`config.mk`:
```
export PLATFORM = sky130hd
export DESIGN_NAME = ps2_host_transmitter_flat
export DESIGN_NICKNAME = d
export VERILOG_FILES = /design/src/rtl/ps2_pkg.sv /design/src/rtl/ps2_host_transmitter_if.sv /design/src/rtl/ps2_line_sync.sv /design/src/rtl/ps2_host_transmitter.sv /design/src/flat_wrapper.sv
export SDC_FILE = /design/constraint.sdc
export NUM_CORES = 1
export LEC_CHECK = 0
export CAP_MARGIN = 15
export CELL_PAD_IN_SITES_DETAIL_PLACEMENT = 0
export CELL_PAD_IN_SITES_GLOBAL_PLACEMENT = 1
export CORE_MARGIN = 2
export CORE_UTILIZATION = 35
export CTS_CLUSTER_SIZE = 12
export DETAILED_ROUTE_END_ITERATION = 6
export PLACE_DENSITY_LB_ADDON = 0.2
export SLEW_MARGIN = 10
export SYNTH_ARGS = -nofsm -noshare
export SYNTH_HDL_FRONTEND = slang
export SYNTH_SLANG_ARGS = --single-unit
```
`constraint.sdc`:
```
create_clock -name CLK -period 2.75 [get_ports CLK]
set_input_delay 0.275 -clock CLK [delete_from_list [all_inputs] [get_ports CLK]]
set_output_delay 0.275 -clock CLK [all_outputs]
set_load 0.02 [all_outputs]
```
`src/rtl/ps2_pkg.sv`:
```
// PS/2 shared definitions: transmitter states, mouse command bytes,
// device acknowledge code and the frame parity helper.
package ps2_pkg;

    typedef enum logic [2:0] {
        IDLE,
        INHIBIT,
        RTS,
        SEND,
        WAIT_ACK,
        WAIT_RELEASE
    } ps2_tx_state_t;

    localparam logic [7:0] CMD_RESET    = 8'hFF;
    localparam logic [7:0] CMD_ENABLE   = 8'hF4;
    localparam logic [7:0] CMD_SET_RATE = 8'hF3;
    localparam logic [7:0] CMD_GET_ID   = 8'hF2;
    localparam logic [7:0] ACK_CODE     = 8'hFA;

    // Falling clock edges in one host frame: 8 data, parity, stop.
    localparam logic [3:0] DATA_EDGES  = 4'd8;
    localparam logic [3:0] PARITY_EDGE = 4'd8;

    // PS/2 uses odd parity over the eight data bits.
    function automatic logic odd_parity(input logic [7:0] b);
        return ~^b;
    endfunction

endpackage

```
`src/rtl/ps2_host_transmitter_if.sv`:
```
// Command handshake between the mouse init FSM and the transmitter:
// a one-cycle send request with its byte, and busy/done/error status.
interface ps2_host_transmitter_if;

    logic       SEND_BYTE;
    logic [7:0] BYTE_TO_SEND;
    logic       BUSY;
    logic       BYTE_SENT;
    logic       ERROR;

    modport master (
        output SEND_BYTE,
        output BYTE_TO_SEND,
        input  BUSY,
        input  BYTE_SENT,
        input  ERROR
    );

    modport slave (
        input  SEND_BYTE,
        input  BYTE_TO_SEND,
        output BUSY,
        output BYTE_SENT,
        output ERROR
    );

endinterface

```
`src/rtl/ps2_line_sync.sv`:
```
// Two-flop synchronizers for the PS/2 clock and data lines plus a
// registered one-cycle strobe on each falling edge of the clock line.
module ps2_line_sync (
    input  logic CLK,
    input  logic RESET,
    input  logic CLK_LINE,
    input  logic DATA_LINE,
    output logic CLK_SYNC,
    output logic DATA_SYNC,
    output logic CLK_FALL
);

    logic [1:0] clk_ff;
    logic [1:0] data_ff;
    logic       clk_prev;

    // Lines idle high, so the chain resets high to avoid a false edge.
    always_ff @(posedge CLK) begin
        if (RESET) begin
            clk_ff   <= 2'b11;
            data_ff  <= 2'b11;
            clk_prev <= 1'b1;
            CLK_FALL <= 1'b0;
        end else begin
            clk_ff   <= {clk_ff[0], CLK_LINE};
            data_ff  <= {data_ff[0], DATA_LINE};
            clk_prev <= clk_ff[1];
            CLK_FALL <= clk_prev & ~clk_ff[1];
        end
    end

    assign CLK_SYNC  = clk_ff[1];
    assign DATA_SYNC = data_ff[1];

endmodule

```
`src/rtl/ps2_host_transmitter.sv`:
```
// PS/2 host-to-device command sender: inhibit, request-to-send, then
// shifts byte/parity/stop on device clock edges and checks the ACK.
module ps2_host_transmitter
    import ps2_pkg::*;
#(
    parameter int INHIBIT_CYCLES = 12000,
    parameter int RTS_CYCLES     = 20,
    parameter int TIMEOUT_CYCLES = 2000000
) (
    input  logic CLK,
    input  logic RESET,
    input  logic CLK_MOUSE_IN,
    input  logic DATA_MOUSE_IN,
    output logic CLK_MOUSE_OE,
    output logic DATA_MOUSE_OE,
    ps2_host_transmitter_if.slave bus
);

    localparam logic [31:0] INH_LAST = 32'(INHIBIT_CYCLES - 1);
    localparam logic [31:0] RTS_LAST = 32'(RTS_CYCLES - 1);
    localparam logic [31:0] TMO_LAST = 32'(TIMEOUT_CYCLES - 1);

    logic clk_sync;
    logic data_sync;
    logic clk_fall;

    ps2_line_sync u_sync (
        .CLK       (CLK),
        .RESET     (RESET),
        .CLK_LINE  (CLK_MOUSE_IN),
        .DATA_LINE (DATA_MOUSE_IN),
        .CLK_SYNC  (clk_sync),
        .DATA_SYNC (data_sync),
        .CLK_FALL  (clk_fall)
    );

    ps2_tx_state_t state, state_n;
    logic [31:0]   cnt, cnt_n;
    logic [3:0]    edge_cnt, edge_n;
    logic [7:0]    byte_q, byte_n;
    logic          par_q, par_n;
    logic          clk_oe_q, clk_oe_n;
    logic          data_oe_q, data_oe_n;
    logic          busy_q, busy_n;
    logic          sent_q, sent_n;
    logic          err_q, err_n;
    logic          watched;

    // State, counters and registered line/status outputs.
    always_ff @(posedge CLK) begin
        if (RESET) begin
            state     <= IDLE;
            cnt       <= '0;
            edge_cnt  <= '0;
            byte_q    <= '0;
            par_q     <= 1'b0;
            clk_oe_q  <= 1'b0;
            data_oe_q <= 1'b0;
            busy_q    <= 1'b0;
            sent_q    <= 1'b0;
            err_q     <= 1'b0;
        end else begin
            state     <= state_n;
            cnt       <= cnt_n;
            edge_cnt  <= edge_n;
            byte_q    <= byte_n;
            par_q     <= par_n;
            clk_oe_q  <= clk_oe_n;
            data_oe_q <= data_oe_n;
            busy_q    <= busy_n;
            sent_q    <= sent_n;
            err_q     <= err_n;
        end
    end

    // Frame sequencing, bit driving, ACK check and watchdog abort.
    always_comb begin
        state_n   = state;
        cnt_n     = cnt;
        edge_n    = edge_cnt;
        byte_n    = byte_q;
        par_n     = par_q;
        clk_oe_n  = clk_oe_q;
        data_oe_n = data_oe_q;
        sent_n    = 1'b0;
        err_n     = 1'b0;
        watched   = 1'b0;

        unique case (state)
            IDLE: begin
                clk_oe_n  = 1'b0;
                data_oe_n = 1'b0;
                if (bus.SEND_BYTE) begin
                    byte_n   = bus.BYTE_TO_SEND;
                    par_n    = odd_parity(bus.BYTE_TO_SEND);
                    cnt_n    = '0;
                    edge_n   = '0;
                    clk_oe_n = 1'b1;
                    state_n  = INHIBIT;
                end
            end
            INHIBIT: begin
                if (cnt == INH_LAST) begin
                    cnt_n     = '0;
                    data_oe_n = 1'b1;
                    state_n   = RTS;
                end else begin
                    cnt_n = cnt + 32'd1;
                end
            end
            RTS: begin
                if (cnt == RTS_LAST) begin
                    cnt_n    = '0;
                    clk_oe_n = 1'b0;
                    state_n  = SEND;
                end else begin
                    cnt_n = cnt + 32'd1;
                end
            end
            SEND: begin
                watched = 1'b1;
                if (clk_fall) begin
                    edge_n = edge_cnt + 4'd1;
                    if (edge_cnt < DATA_EDGES) begin
                        data_oe_n = ~byte_q[edge_cnt[2:0]];
                    end else if (edge_cnt == PARITY_EDGE) begin
                        data_oe_n = ~par_q;
                    end else begin
                        data_oe_n = 1'b0;
                        state_n   = WAIT_ACK;
                    end
                end
            end
            WAIT_ACK: begin
                watched = 1'b1;
                if (clk_fall) begin
                    if (!data_sync) begin
                        state_n = WAIT_RELEASE;
                    end else begin
                        err_n   = 1'b1;
                        state_n = IDLE;
                    end
                end
            end
            WAIT_RELEASE: begin
                watched = 1'b1;
                if (clk_sync && data_sync) begin
                    sent_n  = 1'b1;
                    state_n = IDLE;
                end
            end
            default: begin
                clk_oe_n  = 1'b0;
                data_oe_n = 1'b0;
                state_n   = IDLE;
            end
        endcase

        if (watched) begin
            if (clk_fall) begin
                cnt_n = '0;
            end else if (state_n == state && cnt == TMO_LAST) begin
                cnt_n     = '0;
                clk_oe_n  = 1'b0;
                data_oe_n = 1'b0;
                err_n     = 1'b1;
                state_n   = IDLE;
            end else begin
                cnt_n = cnt + 32'd1;
            end
        end
    end

    assign busy_n = (state_n != IDLE);

    assign CLK_MOUSE_OE  = clk_oe_q;
    assign DATA_MOUSE_OE = data_oe_q;
    assign bus.BUSY      = busy_q;
    assign bus.BYTE_SENT = sent_q;
    assign bus.ERROR     = err_q;

endmodule

```
`src/flat_wrapper.sv`:
```
// flat-port wrapper written by rule: the top's interface ports become plain ports
module ps2_host_transmitter_flat import ps2_pkg::*;
#(
    parameter int INHIBIT_CYCLES = 12000,
    parameter int RTS_CYCLES     = 20,
    parameter int TIMEOUT_CYCLES = 2000000
)
  (CLK, RESET, CLK_MOUSE_IN, DATA_MOUSE_IN, CLK_MOUSE_OE, DATA_MOUSE_OE, bus_SEND_BYTE, bus_BYTE_TO_SEND, bus_BUSY, bus_BYTE_SENT, bus_ERROR);
  ps2_host_transmitter_if bus_i ();
  input  logic CLK;
  input  logic RESET;
  input  logic CLK_MOUSE_IN;
  input  logic DATA_MOUSE_IN;
  output logic CLK_MOUSE_OE;
  output logic DATA_MOUSE_OE;
  input wire logic [$bits(bus_i.SEND_BYTE)-1:0] bus_SEND_BYTE;
  input wire logic [$bits(bus_i.BYTE_TO_SEND)-1:0] bus_BYTE_TO_SEND;
  output wire logic [$bits(bus_i.BUSY)-1:0] bus_BUSY;
  output wire logic [$bits(bus_i.BYTE_SENT)-1:0] bus_BYTE_SENT;
  output wire logic [$bits(bus_i.ERROR)-1:0] bus_ERROR;
  assign bus_i.SEND_BYTE = bus_SEND_BYTE;
  assign bus_i.BYTE_TO_SEND = bus_BYTE_TO_SEND;
  assign bus_BUSY = bus_i.BUSY;
  assign bus_BYTE_SENT = bus_i.BYTE_SENT;
  assign bus_ERROR = bus_i.ERROR;
  ps2_host_transmitter #(.INHIBIT_CYCLES(INHIBIT_CYCLES), .RTS_CYCLES(RTS_CYCLES), .TIMEOUT_CYCLES(TIMEOUT_CYCLES)) u_core (.CLK(CLK), .RESET(RESET), .CLK_MOUSE_IN(CLK_MOUSE_IN), .DATA_MOUSE_IN(DATA_MOUSE_IN), .CLK_MOUSE_OE(CLK_MOUSE_OE), .DATA_MOUSE_OE(DATA_MOUSE_OE), .bus(bus_i));
endmodule
```
* Yosys cells after proc, flatten, opt, wreduce, memory -nomap -nowiden *
Cells that the tools add are included.

storage, ports and cells
  logic and storage cells = 97
  bits of input ports = 13
  flip-flop bits (word level) = 59
  output and inout port bits = 5

cells by class
  mux-type cells = 47
  equality and inequality tests = 13
  bitwise operators = 5
  add/subtract/negate cells = 2
  $lt $le $gt $ge = 2
  reductions and logical operators = 14

operators with widths
  operator                                                number
  2-to-1 mux 32 bit                                       6
  one-hot mux 32 bit (3 select lines)                     1
  2-to-1 mux 3 bit                                        12
  adder 32 x 1 -> 32 bit (second input constant)          1
  equality test 32 x 14 -> 1 bit (second input constant)  1
  equality test 32 x 21 -> 1 bit (second input constant)  1
  equality test 32 x 5 -> 1 bit (second input constant)   1
  2-to-1 mux 1 bit                                        21
  one-hot mux 3 bit (6 select lines)                      1
  2-to-1 mux 4 bit                                        2
  one-hot mux 4 bit (2 select lines)                      1
  XNOR reduction 8 bit                                    1
  equality test 3 x 2 -> 1 bit (second input constant)    2
  equality test 3 bit (second input constant)             2
  one-hot mux 1 bit (3 select lines)                      2
  OR reduction 3 bit                                      2
  adder 4 x 1 -> 4 bit (second input constant)            1
  equality test 4 bit (second input constant)             1
  < comparator 3 x 4 -> 1 bit (second input constant)     1
  < comparator 4 bit (second input constant)              1
  inequality test 2 bit (second input constant)           2
  inverter 1 bit                                          4
  AND reduction 2 bit                                     2
  nonzero test 4 bit                                      1
  other kinds (12)                                        13

* Depth between registers and ports, before layout *
Gate-level depths: netlist of run 1.

  depth in word-level cells = 11
  gate-level depth with buffers = 8
  mapped depth without buffers = 6

* Cells and area by module *
A second synthesis of run 1 with hierarchy kept.

unflattened totals
  cell total of the unflattened synthesis = 350
  area total of the unflattened synthesis = 2,965.3 um^2

modules (own cells, without submodules)
  module                sequential area each (um^2)  area an instance (um^2)  cells each  instances
  ps2_host_transmitter  1,061.0                      2,806.4                  338         1
  ps2_line_sync         120.1                        158.9                    12          1

* Worst setup path before layout of run 1 *
No wires, ideal clock.

  path type = reg2reg
  start = register u_core.cnt[7]
  end = register u_core.cnt[4]
  arrival = 1.808 ns
  buffers on the path = 2
  library setup time = 0.120 ns
  period minus slack after synthesis = 1.928 ns
  required time = 2.630 ns
  stages on the path, launching flop included = 8
  path slack = 0.822 ns
  cell sequence = dfxtp_1 buf_6 nor4_1 nand4_1 or4_4 o21ai_4 buf_6 a21oi_2

between the ends
  longest elaborated chain between the ends = 8
  elaborated cells between the ends (all ways) = 14
  those cells by class = 4 x eq/ne; 9 x mux; 1 x reduce/logical

ends and longest elaborated chain
  element                                                                                 RTL line                                                  RTL
  start: declaration                                                                      ps2_host_transmitter.sv:38                                logic [31:0] cnt, cnt_n;
  start signal: assignment                                                                ps2_host_transmitter.sv:64                                cnt <= cnt_n;
  equality test 32 x 5 -> 1 bit / equality test 32 x 14 -> 1 bit (equally long branches)  ps2_host_transmitter.sv:112, ps2_host_transmitter.sv:103
  2-to-1 mux 3 bit, on equally long branches                                              ps2_host_transmitter.sv:112, ps2_host_transmitter.sv:103
  one-hot mux 3 bit (6 select lines)                                                      ps2_host_transmitter.sv:89                                unique case (state)
  equality test 3 bit                                                                     ps2_host_transmitter.sv:162                               end else if (state_n == state && cnt == TMO_LAST) begin
  logical AND 1 bit                                                                       ps2_host_transmitter.sv:162
  2-to-1 mux 32 bit                                                                       ps2_host_transmitter.sv:162
  2-to-1 mux 32 bit                                                                       ps2_host_transmitter.sv:160                               if (clk_fall) begin
  2-to-1 mux 32 bit (*)                                                                   ps2_host_transmitter.sv:159                               if (watched) begin

Mark *: on every way between the ends. The rest lies on a longest branch, timed or not.
A chain may end at the register's enable or synchronous reset.

* Final worst setup path of run 1 *
  start = register u_core.cnt[28]
  end = register u_core.cnt[19]

The elaborated chain is that of the path after synthesis.

==> summary.txt, run 1 <==
STA
  • Period utilisation layout: between 80% and 90%
  • Final min period: 2.409 ns
  • Final hold viol count: 0
  • Max Freq: slightly above 400 MHz
  • Final setup violating endpoints: 0
  • Setup TNS Final: 0 ns
  • Pins Over Slew Limit: 0
  • Max-slew headroom: just under 70%
  • Worst Clk Skew: around 0.0074 ns
  • RSZ-0062 raised after global routing: no
  • Slew of the pin with the lowest slew margin: 0.4875 ns

Layout
  • Inserted Diodes: 0
  • Syn-to-layout area delta: 15.43%
  • Share of layout cells above drive strength 1: between 10% and 20%
  • Net count, final: 384

Detailed routing
  • DRC: 0
  • Detailed Route WL: 6841 microns
  • Pre-antenna DRT Iters: 4
  • Average wire per standard cell: 14.19 microns
  • Via count: 2,520
  • Via/cell ratio: 5.228
  • Routed Antenna Nets: 0
  • 1st-iter DRT viols: 108

Synth
  • Syn Std Cell Area: 3131 sq um
  • Compound-Gate Fraction of Synth Area: 15.63%
  • Yosys top cell area share: a little under two fifths
  • Simple-gate share of the synthesized area: 26.42%
  • Area contributors post-synth: dfxtp_1, xnor2_1, a21oi_2, nand2_1, a21oi_1
  • Seq cells post-synth: slightly below 60
  • Post-synthesis mux area share: between 2 and 2.5%
  • FFs w/ async S/R, synth: 0%
  • Seq/Total Area, Yosys: 37.73%
  • Post-synth top cells: dfxtp_1, nand2_1, xnor2_1
  • Syn_nets: 368
  • EDFF count, synth: 0
  • Adder-cell area share of the yosys netlist: 0.7994%
  • Cells after Synth: 353
  • Area share of xor/xnor cells in the synthesized design: 11.75%
  • Most numerous cell in the Yosys netlist: dfxtp_1
  • Largest family of logic cells by synthesized area: simple AND/OR/NAND/NOR gates
  • Synth warn: 0
  • Top FF cell, synth: dfxtp_1
  • Avg Synthesized Cell Area: between 8 and 9 sq um
  • Yosys cell types: 44
  • Cell taking the most area after synthesis: dfxtp_1

Clock network
  • TritonCTS Sinks: 59
  • Clock slew at reported path FFs: 0.07 ns
  • CTS tree: built
  • Post-CTS setup buffers: 0
  • Clock root cell: clkbuf_8
  • Hold-fix buffers, CTS: 0
  • Post-cts resize count: 0
  • H-Tree Depth: 3
  • Clock Tree Buf Depth: 2
  • Worst-Skew Late Latency: 0.33 ns
  • Cts bufs inserted: 9

Global routing
  • Antenna violations before repair: 0
  • Number of global-route vias before repair: ~2.3k
  • Pin count of the biggest net entering global routing: 33
  • Total GRT Usage: between 10% and 20%
  • Overflow after GRT: 0
  • First-pass GRT wire length: 11,720 microns

Pwr
  • Leak: 1.150 nW
  • Tot Pwr: 1.988 mW
  • Power per standard cell area: 550.1 nW/um^2
  • VDD IR max: 0.2403 mV

Setup path
  • Crit Path Max Fanout: 8
  • Startpoint Class: register
  • WP data required: 2.96 ns
  • Reg2Reg Depth: 6
  • CP arrival: 2.61 ns
  • R2r startpoint: u_core.cnt[28]
  • Setup crit end kind: register
  • Reg2Reg Setup Slack: roughly 0.34 ns
  • Setup CP Type: register to register
  • Crit Reg-Reg Endpoint: u_core.cnt[19]

Place
  • Dpl hpwl: ~4700 microns
  • Port Buffers: 17
  • Final GP Congestion: 0.7652

Floorplan
  • Core Footprint: about 8700 sq um
  • Die W: 98.58 microns
  • Total I/O pin count: 18
  • Std-Cell Rows: 34
  • Die height: 98.58 microns
  • Initial core utilization: 36.07%
  • Full die area: 9717 sq um

Hold path
  • Hold Path Origin: u_core.u_sync.clk_prev
  • Hold endpoint: u_core.u_sync.CLK_FALL
  • Worst Hold Class: register to register
  • Hold Path Cell Cnt: 2

Outcome
  • Status: complete, no violations

Run
  • Max Cap Viol: 0
==> how the worst max path moves through the flow <==
stage	start	end	depth (start not counted)
after global routing	u_core.cnt[28]	u_core.cnt[4]	6
after floorplan	u_core.cnt[7]	u_core.cnt[4]	7
after detailed placement	u_core.cnt[28]	u_core.cnt[19]	6
after global placement	u_core.cnt[28]	u_core.cnt[22]	6
after CTS	u_core.cnt[28]	u_core.cnt[19]	6
final	u_core.cnt[28]	u_core.cnt[19]	6
==> cell families after synthesis <==
family	after synthesis
AOI/OAI and AO/OA	66
muxes	4
and+or+nand+nor	152
buffers and inverters	28
adders and majority gates	2
xor gates and xnor gates	42
DFF	59
==> metrics by stage <==
step / hold slack [ns] / instance area [sq um] / util (%) / setup WS, ns / cells
3_5_place_dp: 0.3969 / 3367 / 38.80 / 0.3788 / 466
6_report: 0.4083 / 3613 / 41.64 / 0.3413 / 482
4_1_cts: 0.4126 / 3613 / 41.64 / 0.3568 / 482
5_1_grt: 0.4312 / 3613 / 41.64 / 0.1941 / 482
2_1_floorplan: 0.3788 / 3131 / - / 0.8216 / 353
3_3_place_gp: 0.3953 / 3367 / 38.80 / 0.4175 / 466
==> final cells by class <==
type	instances	area (sq um)
fill	900	5065
multi-input combinational	266	1774
sequential	59	1181
clock buffer	13	178.9
inverter	7	26.28
timing repair buffer	26	250.2
clock inverter	3	67.56
tap	108	135.1
==> sequential cells by signal, indices dropped and copies added (netlist names) <==
signal	flops
u_core.cnt	32
u_core.byte_q	8
u_core.edge_cnt	4
u_core.state	3
u_core.u_sync.clk_ff	2
u_core.u_sync.data_ff	2
u_core.CLK_MOUSE_OE	1
u_core.DATA_MOUSE_OE	1
u_core.bus.BUSY	1
u_core.bus.BYTE_SENT	1
u_core.bus.ERROR	1
u_core.par_q	1
u_core.u_sync.CLK_FALL	1
u_core.u_sync.clk_prev	1
==> power breakdown <==
group          switching, mW  total [mW]  internal [mW]
clock network          0.338       0.948          0.609
logic                 0.0789       0.150         0.0710
registers             0.0156       0.890          0.875
==> worst max-delay path, cell delays in order, from the launching register on <==
cell and delay, ns:
dfxtp_1 0.35, nor4_1 0.35, nand4_1 0.27, or4_4 0.64
o21ai_4 0.32, buf_4 0.27, a21oi_2 0.07
==> placed cells by master, fill, tap and decap left out, types with 11 or more instances in the layout <==
cell type        count
a21oi_1             24
nand3_1             12
nor3_1              17
clkbuf_8            13
xnor2_1             31
dfxtp_1             59
nor4_1              15
nand2_1             40
nor2_1              17
nand4_1             11
xor2_1              11
clkdlybuf4s50_1     17
a21oi_2             22
==> per-layer routing <==
layer,track usage (%),share of wire [%],up-vias
met5,0,0,-
met4,5.690,1.2,0
met3,2.837,2.9,8
met2,21.19,43,34
met1,21.83,53,1186
li1,-,-,1292
Note: power is estimated with default switching activity, not from simulation.
==> inputs of run 2 (changes only) <==
CORE_MARGIN = 1   (was 2)
==> summary.txt, run 2 (synthesized netlist as in run 1, its figures left out) <==
Outcome
  • Status: complete, no violations

Pwr
  • VDD IR max: 0.1884 mV (-22%)
  • Leak: 1.137 nW (-1.2%)
  • Power per standard cell area: 543.0 nW/um^2 (-1.3%)
  • Tot Pwr: 1.948 mW (-2.0%)

Place
  • DP Worst Slack: 0.3849 ns (+0.006163 ns)
  • Port Buffers: 17 (unchanged)
  • Dpl cell area: 3359 sq um (-0.22%)
  • DP Cell Count: 465 (-0.21%)
  • Final GP Congestion: 0.7698 (+0.60%)
  • Dpl hpwl: 4628 microns (-1.9%)

STA
  • Worst Clk Skew: 0.007808 ns (+0.0004435 ns)
  • Final setup margin: 0.4093 ns (+0.06804 ns)
  • Max Freq: 427.2 MHz (+2.9%)
  • Max-slew headroom: 66.78% (-0.63 points)
  • Final hold viol count: 0 (unchanged)
  • Slew of the pin with the lowest slew margin: 0.4937 ns (+0.006256 ns)
  • Fin Hold WS: 0.4098 ns (+0.001450 ns)
  • Final setup violating endpoints: 0 (unchanged)
  • RSZ-0062 raised after global routing: no
  • Period utilisation layout: 85.11% (-2.5 points)
  • Pins Over Slew Limit: 0 (unchanged)
  • Final min period: 2.341 ns (-0.06804 ns)
  • Setup TNS Final: 0 ns (unchanged)

Global routing
  • Overflow after GRT: 0 (unchanged)
  • Total GRT Usage: 16.09% (+1.3 points)
  • First-pass GRT wire length: 11,480 microns (-2.0%)
  • Antenna violations before repair: 0 (unchanged)
  • Number of global-route vias before repair: 2,309 (-0.69%)
  • Pin count of the biggest net entering global routing: 33 (unchanged)

Detailed routing
  • 1st-iter DRT viols: 83 (-23%)
  • DRC: 0 (unchanged)
  • Routed Antenna Nets: 0 (unchanged)
  • Pre-antenna DRT Iters: 4 (unchanged)
  • Via/cell ratio: 5.135 (-1.8%)
  • Detailed Route WL: 6772 microns (-1.0%)
  • Via count: 2,470 (-2.0%)
  • Average wire per standard cell: 14.08 microns (-0.80%)

Layout
  • Top Registers: u_core.cnt x32, u_core.byte_q x8, u_core.edge_cnt x4
  • Inserted Diodes: 0 (unchanged)
  • Non-filler cells in the finished layout: 481 (-0.21%)
  • Fillers: 891 (-1.0%)
  • Net count, final: 383 (-0.26%)
  • Most common cell after layout, fill and taps aside: dfxtp_1
  • Max reg flops: 32 (unchanged)
  • Syn-to-layout area delta: 14.59%
  • Most frequent cells in the layout: dfxtp_1, nand2_1, xnor2_1, a21oi_1, a21oi_2
  • Final core occ: 41.34% (-0.30 points)
  • Most flops, register: u_core.cnt
  • Share of layout cells above drive strength 1: 16.35% (-0.49 points)
  • Final instance area: 3587 sq um (-0.73%)

Floorplan
  • Die height: 96.58 microns (-2.0%)
  • Die W: 96.58 microns (-2.0%)
  • Std-Cell Rows: 34 (unchanged)
  • Total I/O pin count: 18 (unchanged)
  • Core Footprint: 8678 sq um (unchanged)
  • Initial core utilization: 36.07% (unchanged)
  • Full die area: 9327 sq um (-4.0%)

Clock network
  • Hold-fix buffers, CTS: 0 (unchanged)
  • Clock Tree Buf Depth: 2 (unchanged)
  • Clock slew at reported path FFs: 0.07 ns (about the same)
  • Clock root cell: clkbuf_8
  • Post-CTS setup buffers: 0 (unchanged)
  • H-Tree Depth: 3 (unchanged)
  • Worst-Skew Late Latency: 0.34 ns (about the same)
  • Post-cts resize count: 0 (unchanged)
  • Cts bufs inserted: 9 (unchanged)
  • CTS tree: built
  • TritonCTS Sinks: 59 (unchanged)

Run
  • Max Cap Viol: 0 (unchanged)

Setup path
  • Crit Path Max Fanout: 28 (+20)
  • Startpoint Class: register
  • CP arrival: 2.54 ns (-0.07 ns)
  • Setup CP Type: register to register
  • WP data required: 2.95 ns (about the same)
  • Setup crit end kind: register

Hold path
  • Worst Hold Class: register to register
-- run 2: final timing paths --
path	start	endpoint	slack (ns)	cells after the start
setup / recovery	u_core.cnt[28]	u_core.cnt[21]	0.41	6
hold / removal	u_core.u_sync.clk_ff[0]	u_core.u_sync.clk_ff[1]	0.41	1
setup reg to reg	u_core.cnt[28]	u_core.cnt[21]	0.41	6
hold reg to reg	u_core.u_sync.clk_ff[0]	u_core.u_sync.clk_ff[1]	0.41	1
-- run 2: metal layers --
metal  track usage [%]  wire length, microns  vias up
met5                 0                     0        -
met4             6.618                   122        0
met3             3.286                   179       11
met2             22.83                  2851       33
met1             23.39                  3618     1145
li1                  -                     -     1281
-- run 2: report_power, final --
group	total, mW	internal [mW]	switching [mW]
combinational	0.151	0.0711	0.0804
clock	0.906	0.558	0.347
sequential	0.891	0.875	0.0160
-- run 2: worst max-delay path: stages (launching register included) --
cell and delay [ns]:
dfxtp_1 0.35, nor4_1 0.31, nand4_1 0.26, or4_4 0.64
o21ai_4 0.27, buf_12 0.25, a21boi_0 0.11
-- run 2: area by class of cell --
cell class | count | area (sq um) | share of cell area (%)
Clock buffer | 12 | 155.1 | 4.325
Clock inverter | 4 | 72.57 | 2.023
Inverter | 7 | 26.28 | 0.7325
Multi-Input combinational cell | 266 | 1774 | 49.46
Sequential cell | 59 | 1181 | 32.93
Tap cell | 108 | 135.1 | 3.767
Timing Repair Buffer | 25 | 242.7 | 6.767
